===== src/rtl/map_scanner.sv =====
// Raster-order reader for the game-map tile array: one tile per valid/ready handshake, with row/col.
// Define MAP_SCANNER_CHECKSUM_EN to add a running checksum output over the accepted tiles.
module map_scanner #(
  parameter int DEPTH = 256,
  parameter int COLS  = 16,
  parameter int WIDTH = 5,
  localparam int IDX_W = (DEPTH > 1) ? $clog2(DEPTH) : 1,
  localparam int COL_W = (COLS > 1) ? $clog2(COLS) : 1,
  localparam int ROW_W = ((DEPTH / COLS) > 1) ? $clog2(DEPTH / COLS) : 1,
  localparam int CK_W  = $clog2(DEPTH * ((1 << WIDTH) - 1) + 1)
) (
  input  logic             clk,
  input  logic             reset,
  input  logic [WIDTH-1:0] stateArray [0:DEPTH-1],
  input  logic             start,
  input  logic             abort,
  output logic             tile_valid,
  input  logic             tile_ready,
  output logic [WIDTH-1:0] tile_data,
  output logic [ROW_W-1:0] tile_row,
  output logic [COL_W-1:0] tile_col,
  output logic             tile_last,
  output logic             busy,
`ifdef MAP_SCANNER_CHECKSUM_EN
  output logic [CK_W-1:0]  checksum,
`endif
  output logic             done
);

  typedef enum logic {IDLE, SCAN} state_t;

  localparam logic [IDX_W-1:0] LAST_IDX = IDX_W'(DEPTH - 1);

  state_t           r_state;
  logic [IDX_W-1:0] r_idx_p1;
  logic [WIDTH-1:0] r_data_p1;
  logic             r_vld_p1;
  logic             r_last_p1;
  logic             r_busy;
  logic             r_done;
`ifdef MAP_SCANNER_CHECKSUM_EN
  logic [CK_W-1:0]  r_cksum;
`endif

  logic [IDX_W-1:0] w_next_idx;
  logic             w_accept;
  logic             w_at_last;

  assign w_next_idx = r_idx_p1 + IDX_W'(1);
  assign w_accept   = r_vld_p1 & tile_ready;
  assign w_at_last  = (r_idx_p1 == LAST_IDX);

  // Output register stage: holds the tile currently offered to the consumer
  always_ff @(posedge clk) begin
    if (reset) begin
      r_state   <= IDLE;
      r_idx_p1  <= '0;
      r_data_p1 <= '0;
      r_vld_p1  <= 1'b0;
      r_last_p1 <= 1'b0;
      r_busy    <= 1'b0;
      r_done    <= 1'b0;
`ifdef MAP_SCANNER_CHECKSUM_EN
      r_cksum   <= '0;
`endif
    end else begin
      r_done <= 1'b0;
      case (r_state)
        IDLE: begin
          if (start && !abort) begin
            r_state   <= SCAN;
            r_idx_p1  <= '0;
            r_data_p1 <= stateArray[0];
            r_vld_p1  <= 1'b1;
            r_last_p1 <= (DEPTH == 1);
            r_busy    <= 1'b1;
`ifdef MAP_SCANNER_CHECKSUM_EN
            r_cksum   <= '0;
`endif
          end
        end
        SCAN: begin
          if (abort) begin
            // Abort beats a same-cycle handshake: that tile is never counted.
            r_state   <= IDLE;
            r_idx_p1  <= '0;
            r_vld_p1  <= 1'b0;
            r_last_p1 <= 1'b0;
            r_busy    <= 1'b0;
          end else if (w_accept) begin
`ifdef MAP_SCANNER_CHECKSUM_EN
            r_cksum <= r_cksum + CK_W'(r_data_p1);
`endif
            if (w_at_last) begin
              r_state   <= IDLE;
              r_idx_p1  <= '0;
              r_vld_p1  <= 1'b0;
              r_last_p1 <= 1'b0;
              r_busy    <= 1'b0;
              r_done    <= 1'b1;
            end else begin
              r_idx_p1  <= w_next_idx;
              r_data_p1 <= stateArray[w_next_idx];
              r_last_p1 <= (w_next_idx == LAST_IDX);
            end
          end
        end
        default: r_state <= IDLE;
      endcase
    end
  end

  assign tile_valid = r_vld_p1;
  assign tile_data  = r_data_p1;
  assign tile_row   = ROW_W'(int'(r_idx_p1) / COLS);
  assign tile_col   = COL_W'(int'(r_idx_p1) % COLS);
  assign tile_last  = r_last_p1;
  assign busy       = r_busy;
  assign done       = r_done;
`ifdef MAP_SCANNER_CHECKSUM_EN
  assign checksum   = r_cksum;
`endif

endmodule


===== config.mk =====
export PLATFORM = sky130hd
export DESIGN_NAME = map_scanner
export DESIGN_NICKNAME = d
export VERILOG_FILES = /design/src/rtl/map_scanner.sv
export SDC_FILE = /design/constraint.sdc
export NUM_CORES = 1
export LEC_CHECK = 0
export BUFFER_PORTS_ARGS = -buffer_cell sky130_fd_sc_hd__buf_2
export CORE_AREA = 2 2 503 505
export DETAILED_ROUTE_END_ITERATION = 10
export DIE_AREA = 0 0 505 507
export HOLD_SLACK_MARGIN = 0.1
export PLACE_DENSITY_LB_ADDON = 0.12
export SYNTH_ARGS = -nofsm -noshare
export SYNTH_HDL_FRONTEND = slang
export SYNTH_SLANG_ARGS = --single-unit

===== constraint.sdc =====
create_clock -name clk -period 5.8 [get_ports clk]
set_input_delay 0.29 -clock clk [delete_from_list [all_inputs] [get_ports clk]]
set_output_delay 0.29 -clock clk [all_outputs]
set_load 0.005 [all_outputs]

==> metrics, run 1 <==
routability-driven placement congestion ratio=0.875; Critical Path Max Stage Delay=900 ps; worst reg2reg endpoint=tile_data[0]$_SDFFE_PP0P_; clock share of power=12.2%; Layout area overhead=96.9%; kind of launch point of the worst setup path=flop; Post-Place Cell Area=22100 um^2; net load switching power=491 uW; Setup violations, final=0; TritonCTS clock tree=done; final HPWL from detailed placement=138000 um; worst-skew pair later-pin latency=260 ps; Overall Global Routing Usage=11.2%; proportion of synthesized flip-flops having asynchronous set or reset=0%; Tightest Hold Check Type=in2reg; max-cap viol count=0; sequential cell area fraction in the yosys report=3.02%; Distinct cells, synth=46; endpoint kind of the worst setup timing path=flop; Post-CTS Setup Inserts=0; synthesized flop and latch total=17; met3 routing resource usage after global routing=2.50%; setup repair after global routing missed its margin=false; global routing usage on met1=13.6%; total nets after synthesis=2279; Worst Clk Skew=1.75 ps; Nets=3510; H-tree depth reported by CTS=1; average size of a mapped cell=11.4 um^2; minimum period implied by the final worst setup slack=5190 ps; routed wirelength normalized by instance count=26.9 um; Highest Clock Rate=0.193 GHz; final slew viol count=0; hold path startpoint=abort; switch share=39.3%; outcome=complete, no violations; Hold Path Cell Cnt=2; Core ar.=250000 um^2; sequential share of power=9.9%; number of routed nets with antenna violations=0; ys flop type=dfxtp_1; antenna violations before repair=100; final std cell area, no fill=22200 um^2; Power, Total=1.25 mW; Initial DRC Count=755; total power density per cell area=56.3 nW/um^2; global routing usage on met2=20.8%; most frequent cell on the critical path=buf_4; Period Utilization, post-route=89.4%; cell chain of the critical path=inv_1 -> ha_4 -> buf_4 -> buf_4 -> mux4_2 -> mux2i_1 -> o22ai_1 -> nor4_1 -> a32oi_1 -> a31o_2; wire length of the first global-routing pass=188000 um; leakage power=8.64 nW; Gate power share=77.9%; top-level port count=1302; number of global-route vias before repair=17500; TritonCTS buffer count=3; die height=507 um; drt first pass iters=4; total overflow reported by the global router=0; largest fanout on the critical path=28; hold-fix buffer count after cts=0; peak ir drop on the vdd network=0.0760 mV; Worst Reg2Reg Path Length in Cells=10; DR vias=15800; initial standard-cell utilization of the core=4.50%; share of layout cells above drive strength 1=76.6%; required time of the critical path=5960 ps; netlist area before placement=11300 um^2; EDFF count, synth=0; gate count after technology mapping=992; total count of hold-check failures in the final report=0; Slew Limit Headroom=16.5%; Syn. warnings=0; port buffer count=1301; drt via density=2.82; actual slew at the worst max-slew pin=1250 ps; worst-case register-to-register setup slack=610 ps; launch point of the worst reg-to-reg path=r_idx_p1[0]$_SDFFE_PP0P_; worst hold slack after final layout=272 ps; number of DRC violations after detailed routing=0; largest net degree at the start of global routing=69; category of the critical setup timing path=reg2reg; slowest cell on the critical path=nor4_1; clk root buf=clkbuf_16; FP Rows=184; worst min-delay path endpoint=r_state$_SDFF_PP0_; number of gates given a new drive strength after cts=0; die outline width=505 um; data arrival time of the worst path=5340 ps; busiest metal layer after global routing=met2; die outline area=256000 um^2; clock sink count=17; P_int=758 uW; CTS clk-pin slew, worst paths=60 ps; Detailed Route WL=150000 um; Max Buffers Root-to-Sink=2
-- sequential cells by signal (all words and copies together) (netlist names) --
register / count
tile_data: 5
tile_last: 1
r_idx_p1: 8
r_state: 1
done: 1
busy: 1
-- per-stage QoR --
| stage | TNS [ps] | std cells | util [%] | setup WS (ps) |
|---|---|---|---|---|
| floorplan | 0 | 992 | - | 1900 |
| global placement | -78.8 | 5565 | 8.80 | -42.2 |
| detailed placement | 0 | 5566 | 8.81 | 27.7 |
| CTS | 0 | 5570 | 8.84 | 23.4 |
| global route | 0 | 5572 | 8.84 | 0.985 |
| finish | 0 | 5587 | 8.86 | 614 |
-- worst max-delay path: cells and delay by family, from the launching register on --
kind	cells	cell delay, ps
fa+ha+maj	1	680
flops	1	700
buf+inv	3	1040
simple gates	1	900
compound gates	3	1050
mux	2	640
-- layer usage --
| metal | vias to the layer above | share of wire, % |
|---|---|---|
| met1 | 7854 | 41 |
| met4 | 26 | 1.3 |
| met5 | - | 0.12 |
| met2 | 974 | 51 |
| li1 | 6758 | - |
| met3 | 155 | 6.2 |
-- power groups by stage --
stage               logic (mW)  registers [mW]  clock network (mW)
floorplan                0.314           0.124                   0
global placement          1.01           0.127                   0
detailed placement        1.01           0.127                   0
CTS                       1.02           0.124               0.157
global route              1.06           0.125               0.159
finish                   0.973           0.124               0.152
-- kinds of logic (layout without fill, tap and decap cells) --
group / Yosys count / after routing / synth area share, %
AO/OA/AOI/OAI: 145 / 145 / 7.78
flip-flops: 17 / 17 / 3.02
buffers and inverters: 128 / 1358 / 5.00
multiplexers: 412 / 412 / 72.1
XOR/XNOR: 3 / 3 / 0.300
AND/OR/NAND/NOR: 285 / 285 / 11.5
other: 0 / 17 / 0
adder cells (fa/ha/maj): 2 / 2 / 0.222
-- synthesized netlist by cell type, types with 3 or more instances --
cell type  count  area (um^2)
a22oi_1        4         30.0
mux2i_1       92          921
nor2_1        20         75.1
nand4_1        5         31.3
mux4_2       320         7210
inv_1          5         18.8
clkbuf_1      52          195
a21oi_1       56          280
dfxtp_1       17          340
buf_4          6         45.0
o22ai_1       45          282
nand2_1      151          567
buf_1         17         63.8
nand2b_1       3         18.8
and4_1         6         52.6
buf_2         48          240
o21ai_0       13         65.1
nor3_1        13         65.1
nor4_1        15         93.8
a31o_2         4         35.0
nand3_1       57          285
a32oi_1        5         43.8
a31oi_1        5         31.3
-- how the worst max path moves through the flow --
stage,start,to,slack (ps),cells past startpoint
floorplan,r_idx_p1[0]$_SDFFE_PP0P_,tile_data[1]$_SDFFE_PP0P_,1900,16
global placement,r_idx_p1[0]$_SDFFE_PP0P_,tile_data[1]$_SDFFE_PP0P_,-40,10
detailed placement,r_idx_p1[0]$_SDFFE_PP0P_,tile_data[2]$_SDFFE_PP0P_,30,10
CTS,r_idx_p1[0]$_SDFFE_PP0P_,tile_data[2]$_SDFFE_PP0P_,20,10
global route,r_idx_p1[0]$_SDFFE_PP0P_,tile_data[0]$_SDFFE_PP0P_,1,9
finish,r_idx_p1[0]$_SDFFE_PP0P_,tile_data[0]$_SDFFE_PP0P_,610,10
-- placed cells by master, fill, tap and decap left out, types with 2 or more instances in the layout --
| cell | instances |
|---|---|
| nand3b_1 | 2 |
| dfxtp_1 | 16 |
| inv_1 | 5 |
| nor2b_1 | 2 |
| nor3_1 | 12 |
| nand2_2 | 2 |
| a31o_2 | 4 |
| buf_2 | 1302 |
| mux2i_1 | 92 |
| nand3_2 | 2 |
| o22ai_2 | 2 |
| mux4_2 | 320 |
| o21ai_0 | 12 |
| nand4_1 | 5 |
| nand2b_1 | 2 |
| o22ai_1 | 42 |
| nand3_1 | 57 |
| clkbuf_16 | 3 |
| or2_2 | 2 |
| o21a_1 | 2 |
| nand2_1 | 149 |
| and4_1 | 6 |
| a21boi_0 | 2 |
| diode_2 | 17 |
| buf_12 | 10 |
| a21oi_1 | 56 |
| a22oi_1 | 4 |
| a31oi_1 | 5 |
| a32oi_1 | 5 |
| nor4_2 | 6 |
| o32a_1 | 2 |
| nor4_1 | 9 |
| buf_4 | 37 |
| or4_1 | 2 |
| nor2_1 | 19 |
-- area by class of cell --
type / count / area [um^2]
multi-input cells: 847 / 10500
repair buffers: 1349 / 6990
inverters: 5 / 18.8
clock buffers: 4 / 78.8
well taps: 3348 / 4190
diodes: 17 / 42.5
fillers: 29600 / 228000
flip-flops and latches: 17 / 344
Power figures use the tool's default switching activity.
==> inputs of run 2 (changes only) <==
Clock period 5.8 ns to 6.38 ns, I/O delays scaled along.
==> run 2 against run 1 <==
Compared with the run above:
- sequential power fell by 9%
- combinational power is 8.1% lower
- worst hold slack better by 18 ps
- final cell count did not move
- critical path depth decreased by 2
- clock power is 5% lower
- critical path type unchanged
- maximum frequency is 2.8% lower
- setup slack better by 430 ps
- die area unchanged
- non-clock buffer count shrank 6
- register-to-register slack improved by 430 ps
==> metrics, run 2 (same netlist as run 1, synthesis figures left out) <==
clock sink count=17; kind of launch point of the worst setup path=flop; Core ar.=250000 um^2; cell count after placement=5560; antenna violations before repair=114; worst reg2reg endpoint=tile_data[0]$_SDFFE_PP0P_; Post-CTS Setup Inserts=0; required time of the critical path=6540 ps; Overall Global Routing Usage=11.3%; die outline width=505 um; Slew Limit Headroom=11.8%; total count of hold-check failures in the final report=0; final cell count without fillers=5587; Detailed Route WL=152000 um; Hold Path Cell Cnt=2; number of flip-flops under the largest register name=8; number of global-route vias before repair=17500; die height=507 um; data arrival time of the worst path=5490 ps; Worst Clk Skew=5.15 ps; Setup violations, final=0; top-level port count=1302; Period Utilization, post-route=83.6%; most frequent cells in the layout=1301 x buf_2, 320 x mux4_2, 149 x nand2_1, 92 x mux2i_1, 57 x nand3_1; largest fanout on the critical path=78; number of DRC violations after detailed routing=0; total overflow reported by the global router=0; Worst Reg2Reg Path Length in Cells=8; launch point of the worst reg-to-reg path=r_idx_p1[0]$_SDFFE_PP0P_; peak ir drop on the vdd network=0.0755 mV; Nets=3504; minimum period implied by the final worst setup slack=5330 ps; share of layout cells above drive strength 1=76.6%; worst-skew pair later-pin latency=270 ps; total power density per cell area=52.1 nW/um^2; leakage power=8.60 nW; drt first pass iters=5; CTS clk-pin slew, worst paths=70 ps; hold-fix buffer count after cts=0; number of routed nets with antenna violations=0; number of gates given a new drive strength after cts=0; DR vias=15800; accumulated negative setup slack=0 ps; final slew viol count=0; Crit. Startpoint=r_idx_p1[0]$_SDFFE_PP0P_; FP Rows=184; initial standard-cell utilization of the core=4.50%; wire length of the first global-routing pass=190000 um; hold path startpoint=abort; Core Util, Final=8.83%; routed wirelength normalized by instance count=27.2 um; setup repair after global routing missed its margin=false; drt via density=2.83; outcome=complete, no violations; clk root buf=clkbuf_16; routability-driven placement congestion ratio=0.851; H-tree depth reported by CTS=1; endpoint kind of the worst setup timing path=flop; Highest Clock Rate=0.187 GHz; die outline area=256000 um^2; Tightest Hold Check Type=in2reg; final worst-path setup slack=1050 ps; setup slack at placement=975 ps; Max Buffers Root-to-Sink=2; final HPWL from detailed placement=139000 um; max-cap viol count=0; most common cell after layout, fill and taps aside=buf_2; Initial DRC Count=767; TritonCTS clock tree=done; category of the critical setup timing path=reg2reg; port buffer count=1301; worst-case register-to-register setup slack=1050 ps; TritonCTS buffer count=3; worst min-delay path endpoint=r_state$_SDFF_PP0_; actual slew at the worst max-slew pin=1320 ps; Layout area overhead=96.3%; largest net degree at the start of global routing=81; largest register by flop count=r_idx_p1
[run 2: worst max-delay path: stages, from the launching register on]
cell,delay (ps)
dfxtp_4,630
buf_12,500
buf_4,560
mux4_2,590
mux2i_1,560
o22ai_1,550
nor4_2,1030
a32oi_1,260
a31o_2,280
[run 2: how the worst max path moves through the flow]
stage	endpoint	slack, ps	cells after the start
after floorplan	tile_data[1]$_SDFFE_PP0P_	2480	16
after global placement	tile_data[0]$_SDFFE_PP0P_	300	8
after detailed placement	tile_data[0]$_SDFFE_PP0P_	970	8
after CTS	tile_data[0]$_SDFFE_PP0P_	940	8
after global routing	tile_data[0]$_SDFFE_PP0P_	850	8
final	tile_data[0]$_SDFFE_PP0P_	1050	8
[run 2: routing by layer]
metal  share of wire (%)  global-route usage [%]  wire [um]
met4                 1.3                   0.911       2000
met1                  39                    13.3      59900
met3                 7.6                    3.24      11500
met5                0.14                       0        211
met2                  52                    21.0      78600
[run 2: area by class of cell]
type | count | area [um^2]
Inverter | 5 | 18.8
Fill cell | 29600 | 228000
Clock buffer | 3 | 75.1
Clock inverter | 1 | 5.00
Antenna cell | 23 | 57.6
Tap cell | 3348 | 4190
Timing Repair Buffer | 1343 | 6910
Multi-Input combinational cell | 847 | 10500
Sequential cell | 17 | 344
[run 2: power by group]
| part | internal (mW) | switching [mW] | total, mW |
|---|---|---|---|
| sequential | 0.108 | 0.00470 | 0.113 |
| combinational | 0.495 | 0.399 | 0.894 |
| clock | 0.0847 | 0.0600 | 0.145 |
[run 2: metrics by stage]
step           instance area [um^2]  hold WS, ps  total power [mW]
6_report                      22100          290              1.15
5_1_grt                       22100          300              1.24
4_1_cts                       22100          287              1.20
3_5_place_dp                  22000          577              1.05
3_3_place_gp                  22000          582              1.05
2_1_floorplan                 11300          398             0.398
